### config.mk
export PLATFORM = sky130hd
export DESIGN_NAME = fixed_div
export DESIGN_NICKNAME = d
export VERILOG_FILES = /design/src/rtl/fixed_pkg.sv /design/src/rtl/fixed_div_step.sv /design/src/rtl/fixed_div.sv
export SDC_FILE = /design/constraint.sdc
export NUM_CORES = 1
export LEC_CHECK = 0
export CAP_MARGIN = 0
export CORE_MARGIN = 4
export CORE_UTILIZATION = 38
export DETAILED_ROUTE_END_ITERATION = 16
export GPL_TIMING_DRIVEN = 0
export SETUP_SLACK_MARGIN = 0.1
export SLEW_MARGIN = 20
export SYNTH_ARGS = -nofsm -noshare
export SYNTH_HDL_FRONTEND = slang
export SYNTH_HIERARCHICAL = 1
export SYNTH_SLANG_ARGS = --single-unit
### constraint.sdc
create_clock -name clk -period 9.75 [get_ports clk]
set_input_delay 1.95 -clock clk [delete_from_list [all_inputs] [get_ports clk]]
set_output_delay 1.95 -clock clk [all_outputs]
set_load 0.005 [all_outputs]
### src/rtl/fixed_pkg.sv
// Shared constants and types for the 17-bit sign-magnitude fixed-point blocks
// (1 sign, 8 integer, 8 fraction bits).
package fixed_pkg;

  localparam int NUM_WIDTH  = 16;
  localparam int FRAC_WIDTH = 8;
  localparam int FIX_WIDTH  = NUM_WIDTH + 1;
  localparam int SIGN_BIT   = NUM_WIDTH;

  localparam logic [FIX_WIDTH-1:0] FIX_ONE = FIX_WIDTH'(1 << FRAC_WIDTH);

  typedef enum logic [1:0] {
    IDLE = 2'd0,
    DIV  = 2'd1,
    DONE = 2'd2
  } div_state_e;

endpackage

### src/rtl/fixed_div_step.sv
// One combinational restoring-division step: shift in the next dividend bit,
// trial-subtract the divisor, keep the difference when it does not borrow.
module fixed_div_step #(
  parameter int DIV_WIDTH = fixed_pkg::NUM_WIDTH
) (
  input  logic [DIV_WIDTH:0]   rem_in,
  input  logic                 bit_in,
  input  logic [DIV_WIDTH-1:0] divisor,
  output logic [DIV_WIDTH:0]   rem_out,
  output logic                 q_bit
);

  logic [DIV_WIDTH:0] shifted;
  logic [DIV_WIDTH:0] diff;

  // A set top bit of rem_in would push the shifted value past any divisor,
  // and the modular difference is still exact because the result is < divisor.
  assign shifted = {rem_in[DIV_WIDTH-1:0], bit_in};
  assign diff    = shifted - {1'b0, divisor};
  assign q_bit   = rem_in[DIV_WIDTH] | (shifted >= {1'b0, divisor});
  assign rem_out = q_bit ? diff : shifted;

endmodule

### src/rtl/fixed_div.sv
// Iterative sign-magnitude fixed-point divider, one quotient bit per cycle,
// with valid/ready handshakes and clip / divide-by-zero flags.
module fixed_div #(
  parameter int NUM_WIDTH  = fixed_pkg::NUM_WIDTH,
  parameter int FRAC_WIDTH = fixed_pkg::FRAC_WIDTH
) (
  input  logic               clk,
  input  logic               rst_n,
  input  logic               in_valid,
  output logic               in_ready,
  input  logic [NUM_WIDTH:0] a,
  input  logic [NUM_WIDTH:0] b,
  output logic               out_valid,
  input  logic               out_ready,
  output logic [NUM_WIDTH:0] q,
  output logic               clip_int,
  output logic               clip_frac,
  output logic               div_zero
);
  import fixed_pkg::*;

  // state | meaning
  // IDLE  | waiting for operands, in_ready high
  // DIV   | one restoring step per cycle, or divide-by-zero short cut
  // DONE  | result held until the consumer takes it

  localparam int QUOT_WIDTH = NUM_WIDTH + FRAC_WIDTH;
  localparam int CNT_WIDTH  = $clog2(QUOT_WIDTH);
  localparam logic [CNT_WIDTH-1:0] LAST_STEP = CNT_WIDTH'(QUOT_WIDTH - 1);

  div_state_e state, state_nxt;

  logic                  sign_r;
  logic [QUOT_WIDTH-1:0] dividend;
  logic [QUOT_WIDTH-1:0] quot;
  logic [QUOT_WIDTH-1:0] quot_nxt;
  logic [NUM_WIDTH-1:0]  divisor;
  logic [NUM_WIDTH:0]    rem;
  logic [NUM_WIDTH:0]    step_rem;
  logic                  step_bit;
  logic [CNT_WIDTH-1:0]  cnt;
  logic                  accept;
  logic                  release_out;
  logic                  divisor_zero;

  assign in_ready     = (state == IDLE);
  assign out_valid    = (state == DONE);
  assign accept       = in_valid & in_ready;
  assign release_out  = out_valid & out_ready;
  assign divisor_zero = (divisor == '0);

  fixed_div_step #(
    .DIV_WIDTH(NUM_WIDTH)
  ) u_step (
    .rem_in (rem),
    .bit_in (dividend[QUOT_WIDTH-1]),
    .divisor(divisor),
    .rem_out(step_rem),
    .q_bit  (step_bit)
  );

  assign quot_nxt = {quot[QUOT_WIDTH-2:0], step_bit};

  always_ff @(posedge clk or negedge rst_n) begin
    if (!rst_n) begin
      state <= IDLE;
    end else begin
      state <= state_nxt;
    end
  end

  // A zero divisor is detected on the first DIV cycle, so it reports one
  // cycle after acceptance instead of running all the steps.
  always_comb begin
    state_nxt = state;
    case (state)
      IDLE:    if (accept) state_nxt = DIV;
      DIV:     if (divisor_zero || (cnt == '0)) state_nxt = DONE;
      DONE:    if (release_out) state_nxt = IDLE;
      default: state_nxt = IDLE;
    endcase
  end

  always_ff @(posedge clk or negedge rst_n) begin
    if (!rst_n) begin
      sign_r    <= 1'b0;
      dividend  <= '0;
      divisor   <= '0;
      rem       <= '0;
      quot      <= '0;
      cnt       <= '0;
      q         <= '0;
      clip_int  <= 1'b0;
      clip_frac <= 1'b0;
      div_zero  <= 1'b0;
    end else if (accept) begin
      sign_r   <= a[NUM_WIDTH] ^ b[NUM_WIDTH];
      dividend <= {a[NUM_WIDTH-1:0], {FRAC_WIDTH{1'b0}}};
      divisor  <= b[NUM_WIDTH-1:0];
      rem      <= '0;
      quot     <= '0;
      cnt      <= LAST_STEP;
    end else if (state == DIV) begin
      if (divisor_zero) begin
        q         <= {sign_r, {NUM_WIDTH{1'b1}}};
        div_zero  <= 1'b1;
        clip_int  <= 1'b1;
        clip_frac <= 1'b0;
      end else begin
        dividend <= {dividend[QUOT_WIDTH-2:0], 1'b0};
        rem      <= step_rem;
        quot     <= quot_nxt;
        cnt      <= cnt - 1'b1;
        if (cnt == '0) begin
          // Magnitude wraps by truncation; anything above NUM_WIDTH is overflow.
          q         <= {sign_r, quot_nxt[NUM_WIDTH-1:0]};
          clip_int  <= quot[QUOT_WIDTH-1] | (|quot_nxt[QUOT_WIDTH-1:NUM_WIDTH]);
          clip_frac <= |step_rem;
          div_zero  <= 1'b0;
        end
      end
    end
  end

endmodule

==> results of run 1 <==
[registers in the layout, summed over array words and instances (netlist names)]
| register | cells |
|---|---|
| quot | 24 |
| q | 17 |
| rem | 17 |
| dividend | 16 |
| divisor | 16 |
| cnt | 5 |
| state | 2 |
| clip_frac | 1 |
| clip_int | 1 |
| div_zero | 1 |
| sign_r | 1 |
[cells by family after synthesis]
kind of cell               synth area share (%)
buffers and inverters                      5.63
DFF                                        47.0
adders and majority gates                  4.33
and+or+nand+nor                            19.0
AOI/OAI and AO/OA                          19.3
xor gates and xnor gates                   1.63
muxes                                      3.14
[worst max-delay path by stage]
stage	to	start	cells past startpoint	slack, ns
floorplan	clip_frac	divisor[0]	12	6.68
global placement	divisor[11]	rst_n	1	2.84
detailed placement	clip_frac	divisor[5]	14	5.77
CTS	clip_frac	divisor[5]	14	5.75
global route	clip_frac	divisor[5]	14	5.62
finish	clip_frac	divisor[5]	14	5.83
[per-stage QoR]
| stage | utilization (%) | hold slack, ns | instance area (um2) |
|---|---|---|---|
| final | 47.2 | 0.488 | 6550 |
| after global routing | 47.2 | 0.512 | 6550 |
| after CTS | 47.2 | 0.488 | 6550 |
| after detailed placement | 44.8 | 0.475 | 6220 |
| after global placement | 44.6 | 0.456 | 6200 |
| after floorplan | - | 0.440 | 5380 |
[cell type report]
class | instances | area share (%)
Clock buffer | 9 | 3.44
Inverter | 26 | 1.49
Buffer | 33 | 3.13
Clock inverter | 6 | 1.47
Multi-Input combinational cell | 424 | 39.0
Tap cell | 180 | 3.44
Timing Repair Buffer | 60 | 9.46
Sequential cell | 101 | 38.6
[metal layers]
metal	GRT usage, %	vias to the layer above	wire length, um
met1	22.6	2173	6030
met4	4.48	0	186
met3	4.43	16	688
met5	0	-	0
met2	28.7	120	6590
li1	-	2173	-
[placed cells by master (no fill, tap or decap), types with 6 or more instances in the layout]
master	netlist	final
a21oi_1	18	18
ha_1	17	17
buf_6	5	6
nand2_1	157	157
dfrtp_1	101	101
clkbuf_16	0	9
a22oi_1	15	15
nor2_1	16	16
inv_1	25	25
o21ai_0	69	69
clkbuf_1	15	15
mux2_2	8	8
xnor2_1	7	7
nor4_1	7	7
nand3_1	8	8
o22a_1	8	8
o22a_2	9	9
clkdlybuf4s50_1	0	58
[power groups by stage]
stage / Combinational [mW] / Sequential, mW / Clock (mW)
after floorplan: 1.10 / 0.727 / 0
after global placement: 1.43 / 0.762 / 0
after detailed placement: 1.46 / 0.765 / 0
after CTS: 1.47 / 0.760 / 0.404
after global routing: 1.65 / 0.787 / 0.417
final: 1.47 / 0.760 / 0.389
[critical path, delay by kind of cell, from the launching register on]
family / cells / cell delay, ns
buffers and inverters: 4 / 0.49
adders and majority gates: 1 / 0.39
DFF: 1 / 0.39
and+or+nand+nor: 4 / 1.21
AOI/OAI and AO/OA: 4 / 0.95
muxes: 1 / 0.35
==> metrics.md, run 1 <==
| Metric | Value |
|---|---|
| CP max FO | 10 |
| Pre-CTS setup slack | 5.77 ns |
| RSZ-0062 raised after global routing | false |
| HP Start | cnt[3] |
| Number of max-cap violations | 0 |
| Filler cells | 1354 |
| Crit path time final | 3.92 ns |
| Critical Path End Type | register |
| Synth async-reset ratio | 100% |
| Inserted Clock Buffers | 9 |
| Sequential area share after synthesis | 47.0% |
| Nets | 711 |
| Detailed Place HPWL | 9.89 mm |
| Reg-to-reg endpoint | clip_frac |
| CP dominant cell by count | nor4_1 |
| Clock H-tree levels | 3 |
| Peak Freq | 0.255 GHz |
| Area of the multi-input gates | 0.00255 mm2 |
| Total power | 2.62 mW |
| Clock sink total | 101 |
| Reg2Reg Depth | 14 |
| Synthesized area | 0.00538 mm2 |
| Final setup fails | 0 |
| Via count | 4482 |
| Post-route DRC | 0 |
| Router iterations before antenna repair | 5 |
| Logic pwr share | 56.2% |
| I/O Pins | 60 |
| Layout cells sized above 1 | 10.3% |
| Initial antenna violation count | 0 |
| Ranking of synthesized cells by area | dfrtp_1, nand2_1, o21ai_0, ha_1, a22oi_1 |
| # port buffers | 59 |
| Final RePlAce weighted congestion | 0.863 |
| Root buffer cell | clkbuf_16 |
| CTS tree | yes |
| DRT Wirelength | 13.5 mm |
| Starting Density | 38.8% |
| Net Sw Frac | 42.6% |
| Worst-skew pair later-pin latency | 0.35 ns |
| Top cell type's share of synthesized area | 47.0% |
| First-pass GRT wire length | 22.4 mm |
| Core Region | 0.0139 mm2 |
| WHS Endpoint | cnt[3] |
| R2R Setup Slk | 5.83 ns |
| Syn nets | 640 |
| Placed Instances | 824 |
| Final Max Slew Viols | 0 |
| Die area | 0.0161 mm2 |
| TNS Setup | 0 ns |
| Grt total ovfl | 0 |
| Power share of the sequential group | 29.0% |
| Final Hold Fails | 0 |
| Crit Path Class | reg2reg |
| Register area | 0.00253 mm2 |
| PwrDens | 401 mW/mm2 |
| Largest net degree at the start of global routing | 67 |
| Least-Margin Pin Slew | 0.645 ns |
| Antenna Violating Nets Remaining | 0 |
| Setup repair bufs after CTS | 0 |
| Area growth syn-to-layout | 21.7% |
| Vias in the first global route | 4430 |
| Ys flop type | dfrtp_1 |
| Cell taking the most area after synthesis | dfrtp_1 |
| Netlist cell types | 71 |
| Synth Area per Inst | 9.21 um2 |
| WP data arrival | 4.12 ns |
| DR vias/cell | 5.34 |
| VDD IR-drop max | 201 uV |
| Number of synthesized flops with an enable pin | 0 |
| Post-CTS Hold Buffers | 0 |
| Height of the die | 127 um |
| CTS resizes | 0 |
| Final Skew | 0.00623 ns |
| P_int | 1.50 mW |
| Most instantiated cells after synthesis | nand2_1, dfrtp_1, o21ai_0 |
| #FFs+latches synth | 101 |
| Total GRT Usage | 17.3% |
| Clock Pin Slew Worst Setup and Hold Paths | 0.07 ns |
| Startpoint type of the worst setup path | register |
| Slowest stage delay, CP | 0.43 ns |
| Lkg Pwr | 2.92 nW |
| Ant diodes | 0 |
| Hold Path Depth | 1 |
| Max Root-Sink Buffers | 2 |
| Most common cell in the netlist | nand2_1 |
| Cells after Synth | 584 |
| Relative slew slack | 57.0% |
| Outcome | finished clean |
| Net load switching power | 1.12 mW |
| Min-delay worst type | reg2reg |
| Final period utilization | 40.2% |
| Worst-path cell chain | inv_1 -> ha_1 -> a21o_1 -> a21oi_1 -> inv_2 -> o211ai_2 -> and3_1 -> buf_6 -> buf_8 -> mux2_1 -> nor4_1 -> nand4_1 -> nor4_1 -> o22ai_1 |
| Synth warnings | 6 |
| Wirelength per Cell | 16.1 um |
| Initial DRC count | 247 |
| Clock Power Share | 14.8% |
| Reg2reg start | divisor[5] |
| Die width | 127 um |
| Setup ws final | 5.83 ns |
| Crit path required time | 9.96 ns |
| Post-route insts no fill | 839 |
| Row count | 43 |
| CP max-delay cell | nor4_1 |
Note: power is estimated with default switching activity, not from simulation.
==> inputs of run 2 (changes only) <==
==> constraint.sdc (replaced) <==
create_clock -name clk -period 3.5 [get_ports clk]
set_input_delay 0.7 -clock clk [delete_from_list [all_inputs] [get_ports clk]]
set_output_delay 0.7 -clock clk [all_outputs]
set_load 0.005 [all_outputs]
==> run 2 against run 1 <==
  * First-iteration DRC count grew 5.3%
  * Non-clock buffer count grew 13
  * Final cell count grew 1.5%
  * Hold slack lost 0.24 ns
  * Via count grew 1.7%
  * Maximum frequency grew 16%
  * Critical path depth shrank 1
  * Total power grew to 3.0 times the previous value
  * Utilization grew 1.6 points
  * Register-to-register slack lost 5.7 ns
  * Setup slack lost 5.7 ns
  * Largest cell class unchanged
  * Largest power group unchanged
==> metrics.md, run 2 (same netlist as run 1, synthesis figures left out) <==
| Metric | Value |
|---|---|
| Total GRT Usage | 17.6% (+0.29 points) |
| Layout cells sized above 1 | 15.0% (+4.7 points) |
| Clock H-tree levels | 3 (unchanged) |
| Final period utilization | 96.1% (+56 points) |
| Relative slew slack | 56.3% (-0.67 points) |
| Initial antenna violation count | 0 (unchanged) |
| Wirelength per Cell | 16.4 um (+1.6%) |
| Crit path to | clip_frac |
| Largest net degree at the start of global routing | 67 (unchanged) |
| Reg2reg start | rem[0] |
| Router iterations before antenna repair | 7 (+2) |
| Max FFs per register | 24 (unchanged) |
| Final Hold Fails | 0 (unchanged) |
| Area growth syn-to-layout | 25.8% |
| Detailed Place HPWL | 9.89 mm (unchanged) |
| RSZ-0062 raised after global routing | true |
| Die area | 0.0161 mm2 (unchanged) |
| Initial DRC count | 260 (+5.3%) |
| Reg2Reg Depth | 13 (-1) |
| Vias in the first global route | 4504 (+1.7%) |
| Final hold slack | 0.244 ns (-0.244 ns) |
| Post-route DRC | 0 (unchanged) |
| DR vias/cell | 5.35 (+0.12%) |
| Post-CTS Hold Buffers | 0 (unchanged) |
| Peak Freq | 0.297 GHz (+16%) |
| PwrDens | 1160 mW/mm2 (+190%) |
| Crit Path Class | reg2reg |
| Core Region | 0.0139 mm2 (unchanged) |
| Row count | 43 (unchanged) |
| Largest regs | quot x24, q x17, rem x17 |
| Outcome | finished clean |
| Startpoint type of the worst setup path | register |
| CP Launch Point | rem[0] |
| Via count | 4557 (+1.7%) |
| Height of the die | 127 um (unchanged) |
| Grt total ovfl | 0 (unchanged) |
| Final RePlAce weighted congestion | 0.863 (unchanged) |
| Commonest non-fill, non-tap cell in the layout | nand2_1 |
| Crit path time final | 3.37 ns (-0.552 ns) |
| CP max FO | 9 (-1) |
| VDD IR-drop max | 559 uV (+180%) |
| Lkg Pwr | 3.00 nW (+2.6%) |
| Starting Density | 38.8% (unchanged) |
| Worst-skew pair later-pin latency | 0.35 ns (about the same) |
| Least-Margin Pin Slew | 0.655 ns (+0.0100 ns) |
| Final Max Slew Viols | 0 (unchanged) |
| Die width | 127 um (unchanged) |
| Number of max-cap violations | 0 (unchanged) |
| Inserted Clock Buffers | 9 (unchanged) |
| Nets | 724 (+1.8%) |
| R2R Setup Slk | 0.13 ns (-5.70 ns) |
| DRT Wirelength | 13.9 mm (+3.2%) |
| Register area | 0.00253 mm2 (unchanged) |
| Final setup fails | 0 (unchanged) |
| Reg-to-reg endpoint | clip_frac |
| Area of the multi-input gates | 0.00267 mm2 (+4.6%) |
| Max Root-Sink Buffers | 2 (unchanged) |
| WP data arrival | 3.59 ns (-0.53 ns) |
| Ant diodes | 0 (unchanged) |
| Antenna Violating Nets Remaining | 0 (unchanged) |
| Placed Instances | 824 (unchanged) |
| Critical Path End Type | register |
| Clock Pin Slew Worst Setup and Hold Paths | 0.07 ns (about the same) |
| Final Skew | 0.00685 ns (+0.000618 ns) |
| Post-route insts no fill | 852 (+1.5%) |
| Most frequent cells in the layout | nand2_1, dfrtp_1, o21ai_0 |
| Top reg by flops | quot |
| I/O Pins | 60 (unchanged) |
| CTS tree | yes |
| Min-delay worst type | in2async |
| Crit path required time | 3.72 ns (-6.24 ns) |
| Root buffer cell | clkbuf_16 |
| Filler cells | 1337 (-1.3%) |
| # port buffers | 59 (unchanged) |
| First-pass GRT wire length | 22.8 mm (+1.8%) |
| Clock sink total | 101 (unchanged) |
==> run 2: timing repair <==
item / CTS / global route
pin swaps: 6 / 9
hold endpoints to repair: 0 / 0
gates resized for setup: 17 / 14
setup buffers: 6 / 7
endpoints found under the setup margin: 1 / 1
==> run 2: routing by layer <==
metal / share of wire [%] / global-route usage [%] / wire length [um]
met1: 45 / 22.9 / 6250
met2: 49 / 29.2 / 6830
met3: 4.9 / 4.52 / 682
met4: 1.2 / 4.61 / 167
met5: 0 / 0 / 0
==> run 2: where the power goes <==
group / switching, mW / internal (mW) / total [mW]
sequential: 0.400 / 1.71 / 2.11
combinational: 2.51 / 2.14 / 4.65
clock: 0.451 / 0.633 / 1.08
==> run 2: worst min path at each step <==
| stage | start | end | slack, ns |
|---|---|---|---|
| final | rst_n | dividend[13] | 0.24 |
| after global routing | rst_n | dividend[13] | 0.25 |
| after CTS | rst_n | dividend[22] | 0.25 |
| after detailed placement | cnt[3] | cnt[3] | 0.47 |
| after global placement | cnt[3] | cnt[3] | 0.46 |
| after floorplan | rst_n | clip_frac | 0.40 |
==> run 2: area by class of cell <==
| cell class | instances | share of cell area (%) |
|---|---|---|
| Tap cell | 180 | 3.33 |
| Multi-Input combinational cell | 424 | 39.4 |
| Sequential cell | 101 | 37.3 |
| Timing Repair Buffer | 73 | 10.6 |
| Clock buffer | 9 | 3.33 |
| Clock inverter | 6 | 1.42 |
| Inverter | 26 | 1.44 |
| Buffer | 33 | 3.11 |
==> run 2: critical path, cell delays in order (launching register included) <==
cell and delay [ns]:
dfrtp_1 0.40, ha_1 0.32, nor2b_2 0.17, o31a_1 0.32, o21ba_4 0.21, o211ai_2 0.18, and3_4 0.21, buf_6 0.13
buf_12 0.14, mux2_4 0.33, nor4_4 0.26, nand4_1 0.20, nor4_4 0.24, o22ai_1 0.12
==> run 2: through the flow <==
step | total power [mW] | utilization [%] | setup TNS (ns) | setup WS, ns | instance area (um2)
2_1_floorplan | 5.08 | - | 0 | 0.430 | 5380
3_3_place_gp | 6.10 | 44.6 | -217.62 | -2.16 | 6200
3_5_place_dp | 6.20 | 44.8 | -0.482 | -0.482 | 6220
4_1_cts | 7.65 | 48.0 | -0.0757 | -0.0757 | 6670
5_1_grt | 8.50 | 48.8 | 0 | 0.0406 | 6770
6_report | 7.85 | 48.8 | 0 | 0.135 | 6770
